File: config.mk
export PLATFORM = sky130hd
export DESIGN_NAME = fetch_queue
export DESIGN_NICKNAME = d
export VERILOG_FILES = /design/src/rtl/fetch_queue.sv
export SDC_FILE = /design/constraint.sdc
export NUM_CORES = 1
export LEC_CHECK = 0
export ABC_AREA = 1
export BUFFER_PORTS_ARGS = -buffer_cell sky130_fd_sc_hd__buf_2
export CORE_MARGIN = 5
export CORE_UTILIZATION = 40
export CTS_BUF_LIST = sky130_fd_sc_hd__clkbuf_8
export DETAILED_ROUTE_END_ITERATION = 10
export PLACE_DENSITY = 0.61
export SLEW_MARGIN = 30
export SYNTH_ARGS = -nofsm -noshare
export SYNTH_HDL_FRONTEND = slang
export SYNTH_SLANG_ARGS = --single-unit
File: constraint.sdc
create_clock -name clk -period 11 [get_ports clk]
set_input_delay 1.65 -clock clk [delete_from_list [all_inputs] [get_ports clk]]
set_output_delay 1.65 -clock clk [all_outputs]
set_load 0.03 [all_outputs]
File: src/rtl/fetch_queue.sv
// Instruction fetch front-end: owns the PC, issues sequential word fetches and buffers
// returned instructions (with their PCs) for the decoder; redirects flush and drop stale data.
module fetch_queue #(
  parameter int unsigned          PC_WIDTH    = 32,
  parameter int unsigned          INSTR_WIDTH = 32,
  parameter int unsigned          DEPTH       = 4,
  parameter logic [PC_WIDTH-1:0]  RESET_PC    = '0
) (
  input  logic                       clk,
  input  logic                       rst,
  input  logic                       redirect,
  input  logic [PC_WIDTH-1:0]        redirect_pc,
  output logic                       imem_req_valid,
  input  logic                       imem_req_ready,
  output logic [PC_WIDTH-1:0]        imem_req_addr,
  input  logic                       imem_rsp_valid,
  input  logic [INSTR_WIDTH-1:0]     imem_rsp_data,
  output logic                       instr_valid,
  input  logic                       instr_ready,
  output logic [INSTR_WIDTH-1:0]     instr_out,
  output logic [PC_WIDTH-1:0]        instr_pc,
  output logic [$clog2(DEPTH):0]     outstanding
);

  localparam int unsigned PtrW = $clog2(DEPTH);
  localparam int unsigned CntW = PtrW + 1;
  localparam logic [CntW:0] DepthExt = DEPTH[CntW:0];

  typedef logic [PtrW-1:0] ptr_t;
  typedef logic [CntW-1:0] cnt_t;

  logic [PC_WIDTH-1:0]    pc_q   [DEPTH];
  logic [INSTR_WIDTH-1:0] data_q [DEPTH];
  logic [DEPTH-1:0]       filled_q;

  logic [PC_WIDTH-1:0] fetch_pc_q, fetch_pc_d;
  ptr_t                head_q, head_d;
  ptr_t                tail_q, tail_d;
  ptr_t                fill_q, fill_d;
  cnt_t                count_q, count_d;
  cnt_t                out_q, out_d;
  cnt_t                drop_q, drop_d;

  logic          accept, pop, live_rsp;
  logic [CntW:0] credits_used;
  logic          unused_pc_low;

  assign unused_pc_low = ^redirect_pc[1:0];

  // Allocated entries plus responses still to be dropped must fit in the queue,
  // because the response channel cannot be stalled.
  assign credits_used   = {1'b0, count_q} + {1'b0, drop_q};
  assign imem_req_valid = !rst && !redirect && ({1'b0, count_q} < DepthExt) &&
                          (credits_used < DepthExt);
  assign imem_req_addr  = fetch_pc_q;

  assign instr_valid = (count_q != '0) && filled_q[head_q];
  assign instr_out   = (count_q != '0) ? data_q[head_q] : '0;
  assign instr_pc    = (count_q != '0) ? pc_q[head_q] : '0;
  assign outstanding = out_q;

  assign accept   = imem_req_valid && imem_req_ready;
  assign pop      = instr_valid && instr_ready && !redirect;
  assign live_rsp = imem_rsp_valid && (drop_q == '0) && !redirect;

  always_comb begin
    fetch_pc_d = fetch_pc_q;
    head_d     = head_q;
    tail_d     = tail_q;
    fill_d     = fill_q;
    count_d    = count_q;
    drop_d     = drop_q;
    out_d      = out_q + cnt_t'(accept) - cnt_t'(imem_rsp_valid);
    if (redirect) begin
      fetch_pc_d = {redirect_pc[PC_WIDTH-1:2], 2'b00};
      head_d     = '0;
      tail_d     = '0;
      fill_d     = '0;
      count_d    = '0;
      // Everything still in flight after this cycle belongs to the old stream.
      drop_d     = out_d;
    end else begin
      if (accept) begin
        fetch_pc_d = fetch_pc_q + PC_WIDTH'(4);
        tail_d     = tail_q + ptr_t'(1);
      end
      if (live_rsp) fill_d = fill_q + ptr_t'(1);
      if (pop)      head_d = head_q + ptr_t'(1);
      count_d = count_q + cnt_t'(accept) - cnt_t'(pop);
      if ((drop_q != '0) && imem_rsp_valid) drop_d = drop_q - cnt_t'(1);
    end
  end

  always_ff @(posedge clk or posedge rst) begin
    if (rst) begin
      fetch_pc_q <= RESET_PC;
      head_q     <= '0;
      tail_q     <= '0;
      fill_q     <= '0;
      count_q    <= '0;
      out_q      <= '0;
      drop_q     <= '0;
    end else begin
      fetch_pc_q <= fetch_pc_d;
      head_q     <= head_d;
      tail_q     <= tail_d;
      fill_q     <= fill_d;
      count_q    <= count_d;
      out_q      <= out_d;
      drop_q     <= drop_d;
    end
  end

  always_ff @(posedge clk or posedge rst) begin
    if (rst) begin
      for (int i = 0; i < DEPTH; i++) begin
        pc_q[i]   <= '0;
        data_q[i] <= '0;
      end
      filled_q <= '0;
    end else if (redirect) begin
      filled_q <= '0;
    end else begin
      if (live_rsp) begin
        data_q[fill_q]   <= imem_rsp_data;
        filled_q[fill_q] <= 1'b1;
      end
      if (accept) begin
        pc_q[tail_q]     <= fetch_pc_q;
        data_q[tail_q]   <= '0;
        filled_q[tail_q] <= 1'b0;
      end
    end
  end

  always_ff @(posedge clk) begin
    if (!rst) assert (!(imem_rsp_valid && (out_q == '0)));
  end

endmodule

==> reports/results.md <==
| Metric | Reported |
|:---|:---|
| Proportion of power drawn by flip-flops and latches | 42.8% |
| Setup tns final | 0 ns |
| Setup repair after global routing missed its margin | no |
| VDD IR max | 0.103 mV |
| CP max FO | 82 |
| CP most frequent cell | sky130_fd_sc_hd__a21oi_1 |
| Maximum number of pins on one net before global-route repair | 100 |
| Routed wire length | 43400 um |
| Number of detailed-route iterations in the first pass | 7 |
| Pleak | 8.64 nW |
| RD Place Congestion | 0.920 |
| Layout area overhead | 13.1% |
| Post-cts resize count | 0 |
| Number of global-route vias before repair | 12971 |
| Detailed Route Iter0 Violations | 861 |
| Crit-path cells | clkinv_2 -> buf_4 -> a21oi_1 -> o21ai_0 -> a21oi_1 -> buf_2 |
| Setup Fix Bufs, Post-CTS | 0 |
| Classification of the worst-slack hold path | flop to flop |
| Maximum clock rate | 0.187 GHz |
| Share of the synthesized area in the top cell type | 49.0% |
| Kind of end point of the critical path | output pin |
| Number of vias per cell | 4.99 |
| Buf/Inv on CP | 3 |
| TritonCTS buffer count | 53 |
| Buffers added on ports | 164 |
| Top cell types by occurrence after synthesis | sky130_fd_sc_hd__nand2_1, sky130_fd_sc_hd__o21ai_0, sky130_fd_sc_hd__dfrtp_1 |
| Post-route core utilization | 45.7% |
| Clock latency on the worst-skew pair | 0.63 ns |
| DIE AREA | 41900 um2 |
| First-pass GRT wire length | 70200 um |
| CTS Hold Buffers Added | 0 |
| Portion of total power attributed to the clock network | 27.6% |
| Warnings from Yosys | 0 |
| Cell area after layout | 17200 um2 |
| Net Sw Frac | 36.7% |
| Critical path's slowest cell | sky130_fd_sc_hd__dfrtp_4 |
| Share of layout cells above drive strength 1 | 12.8% |
| Post-synthesis async set-or-reset flop share | 100% |
| Slew at the pin with the worst max-slew slack | 0.946 ns |
| Logic pwr share | 29.6% |
| Switching pwr | 1.33 mW |
| Initial core utilization | 40.4% |
| Final Critical Period | 5.35 ns |
| Crit Path Class | flop to output pin |
| Die Wd | 205 um |
| Type of origin of the critical path | flop |
| Core Footprint | 37600 um2 |
| Finish-stage setup viols | 0 |
| Dominant delay contributor by cell family on the critical path | buffers and inverters |
| Flip-flop cell with the highest count after synthesis | sky130_fd_sc_hd__dfrtp_1 |
| DR WL/cell | 16.3 um |
| Layout net count | 2215 |
| Pins Over Slew Limit | 0 |
| Sequential-to-total area share from yosys stat | 49.0% |
| Detailed-route DRC error count | 0 |
| Hold slack | 0.479 ns |
| Clock Tree Root | sky130_fd_sc_hd__clkbuf_8 |
| Outcome | completed |
| Count of flip-flops with a built-in enable after synthesis | 0 |
| Total congestion overflow after global routing | 0 |
| Most common cell in the synthesized netlist | sky130_fd_sc_hd__nand2_1 |
| Placement Rows | 71 |
| Largest stage delay, worst path | 0.85 ns |
| Antenna-violating nets left | 0 |
| Antenna violations before repair | 2 |
| Power after layout | 3.63 mW |
| Max Clock Skew | 0.0334 ns |
| Pwr/cell area | 211 nW/um2 |
| CTS clock-pin slew for the worst setup and hold paths | 0.06 ns |
| TritonCTS clock tree | done |
| Number of storage elements in the synthesis netlist | 297 |
| Total standard cell area after synthesis | 15200 um2 |
| Synth area leader | sky130_fd_sc_hd__dfrtp_1 |
| Post-Place Cell Area | 16200 um2 |
| Longest Clk Path Bufs | 3 |
| Mean instance size in the synthesized netlist | 7.53 um2 |
| DP HPWL | 26200 um |
| Required time of the critical path | 9.35 ns |
| Vias | 13334 |
| Arrival @ worst endpoint | 3.70 ns |
| CTS H-tree lvls | 2 |
| Max-cap violations | 0 |
| Overall global routing resource usage | 20.8% |
| CTS sink cnt | 297 |
| Period Utilization, post-route | 48.6% |
| Vertical extent of the die | 205 um |
| Internal power | 2.30 mW |
| Synth area leaders | sky130_fd_sc_hd__dfrtp_1, sky130_fd_sc_hd__nand2_1, sky130_fd_sc_hd__o21ai_0 |
| Post-synthesis cell type count | 32 |
| Cells after Synth | 2015 |
| Max-Slew Margin vs Limit | 36.9% |
| Number of endpoints with negative hold slack in the final report | 0 |
| I/O pin count | 171 |
-- cell usage in the layout, fill, tap and decap left out, types with 2 or more instances in the layout --
master                       n
sky130_fd_sc_hd__a21oi_1   189
sky130_fd_sc_hd__buf_2     164
sky130_fd_sc_hd__buf_4      17
sky130_fd_sc_hd__clkbuf_8   67
sky130_fd_sc_hd__clkinv_2    5
sky130_fd_sc_hd__conb_1      4
sky130_fd_sc_hd__dfrtp_1   295
sky130_fd_sc_hd__fa_1        2
sky130_fd_sc_hd__ha_1       17
sky130_fd_sc_hd__inv_1     281
sky130_fd_sc_hd__inv_2       2
sky130_fd_sc_hd__inv_4       2
sky130_fd_sc_hd__nand2_1   454
sky130_fd_sc_hd__nand2_2     9
sky130_fd_sc_hd__nand3_1    61
sky130_fd_sc_hd__nor2_1    176
sky130_fd_sc_hd__o211ai_1   13
sky130_fd_sc_hd__o21ai_0   332
sky130_fd_sc_hd__o21ai_1    47
sky130_fd_sc_hd__xnor2_1     3
sky130_fd_sc_hd__xor2_1      6
-- path summary, 6_finish.rpt --
kind / slack (ns) / end / depth (start not counted) / start
hold reg to reg: 0.48 / pc_q[4]$_DFFE_PP0P_ / 2 / pc_q[4]$_DFFE_PP0P_
min in group asynchronous: 1.12 / count_q[2]$_DFF_PP0_ / 2 / rst
max in group asynchronous: 7.81 / data_q[102]$_DFFE_PP0N_ / 4 / rst
setup / recovery: 5.65 / instr_out[15] / 6 / head_q[0]$_DFFE_PP0P_
setup reg to reg: 7.41 / count_q[2]$_DFF_PP0_ / 12 / head_q[0]$_DFFE_PP0P_
hold / removal: 0.48 / pc_q[4]$_DFFE_PP0P_ / 2 / pc_q[4]$_DFFE_PP0P_
-- flip-flops by register name, indices dropped and copies added (netlist names) --
name	flops
count_q	3
head_q	2
fill_q	2
data_q	128
filled_q	4
pc_q	120
tail_q	2
drop_q	3
outstanding	3
imem_req_addr	30
-- metrics by stage --
stage               instances  setup WS [ns]
CTS                      2672           5.53
finish                   2673           5.65
global placement         2582           6.03
detailed placement       2582           5.98
global route             2672           5.32
floorplan                2018           1.15
-- area by class of cell --
type,count,area (um2)
fillers,3848,20400
flip-flops and latches,297,7440
multi-input cells,1321,6080
inverters,271,1040
repair buffers,182,960
clock buffers,67,922
well taps,511,639
clock inverters,23,93.8
diodes,1,2.50
-- worst register-to-register path, cell delays in order, from the launching register on --
cell	delay (ns)
sky130_fd_sc_hd__dfrtp_4	0.85
sky130_fd_sc_hd__buf_4	0.73
sky130_fd_sc_hd__o211ai_1	0.25
sky130_fd_sc_hd__nand2_1	0.18
sky130_fd_sc_hd__nand3_1	0.19
sky130_fd_sc_hd__nor2_1	0.21
sky130_fd_sc_hd__ha_1	0.25
sky130_fd_sc_hd__inv_1	0.05
sky130_fd_sc_hd__ha_1	0.13
sky130_fd_sc_hd__inv_1	0.05
sky130_fd_sc_hd__fa_1	0.37
sky130_fd_sc_hd__o21ai_0	0.17
sky130_fd_sc_hd__a21oi_1	0.06
-- power groups by stage --
stage / Clock (mW) / Sequential (mW) / Combinational (mW)
after floorplan: 0 / 1.57 / 0.787
after detailed placement: 0 / 1.57 / 1.07
after global routing: 1.08 / 1.59 / 1.24
after global placement: 0 / 1.56 / 1.05
after CTS: 1.04 / 1.55 / 1.08
final: 1.00 / 1.55 / 1.07
-- logic make-up (layout without fill, tap and decap cells) --
| family | after synthesis | in the layout | share of synthesized area (%) |
|---|---|---|---|
| simple gates | 705 | 705 | 18.2 |
| compound gates | 584 | 584 | 19.5 |
| buf+inv | 400 | 543 | 11.2 |
| flops | 297 | 297 | 49.0 |
| fa+ha+maj | 19 | 19 | 1.66 |
| xor+xnor | 9 | 9 | 0.519 |
| other cells | 1 | 5 | 0.0247 |
-- layer usage --
| metal | up-vias | wire length (um) | GRT usage [%] |
|---|---|---|---|
| li1 | 6619 | - | - |
| met1 | 6278 | 20400 | 29.2 |
| met2 | 362 | 19500 | 33.3 |
| met3 | 73 | 2540 | 3.69 |
| met4 | 2 | 951 | 6.22 |
| met5 | - | 13 | 0 |
Power figures use the tool's default switching activity.
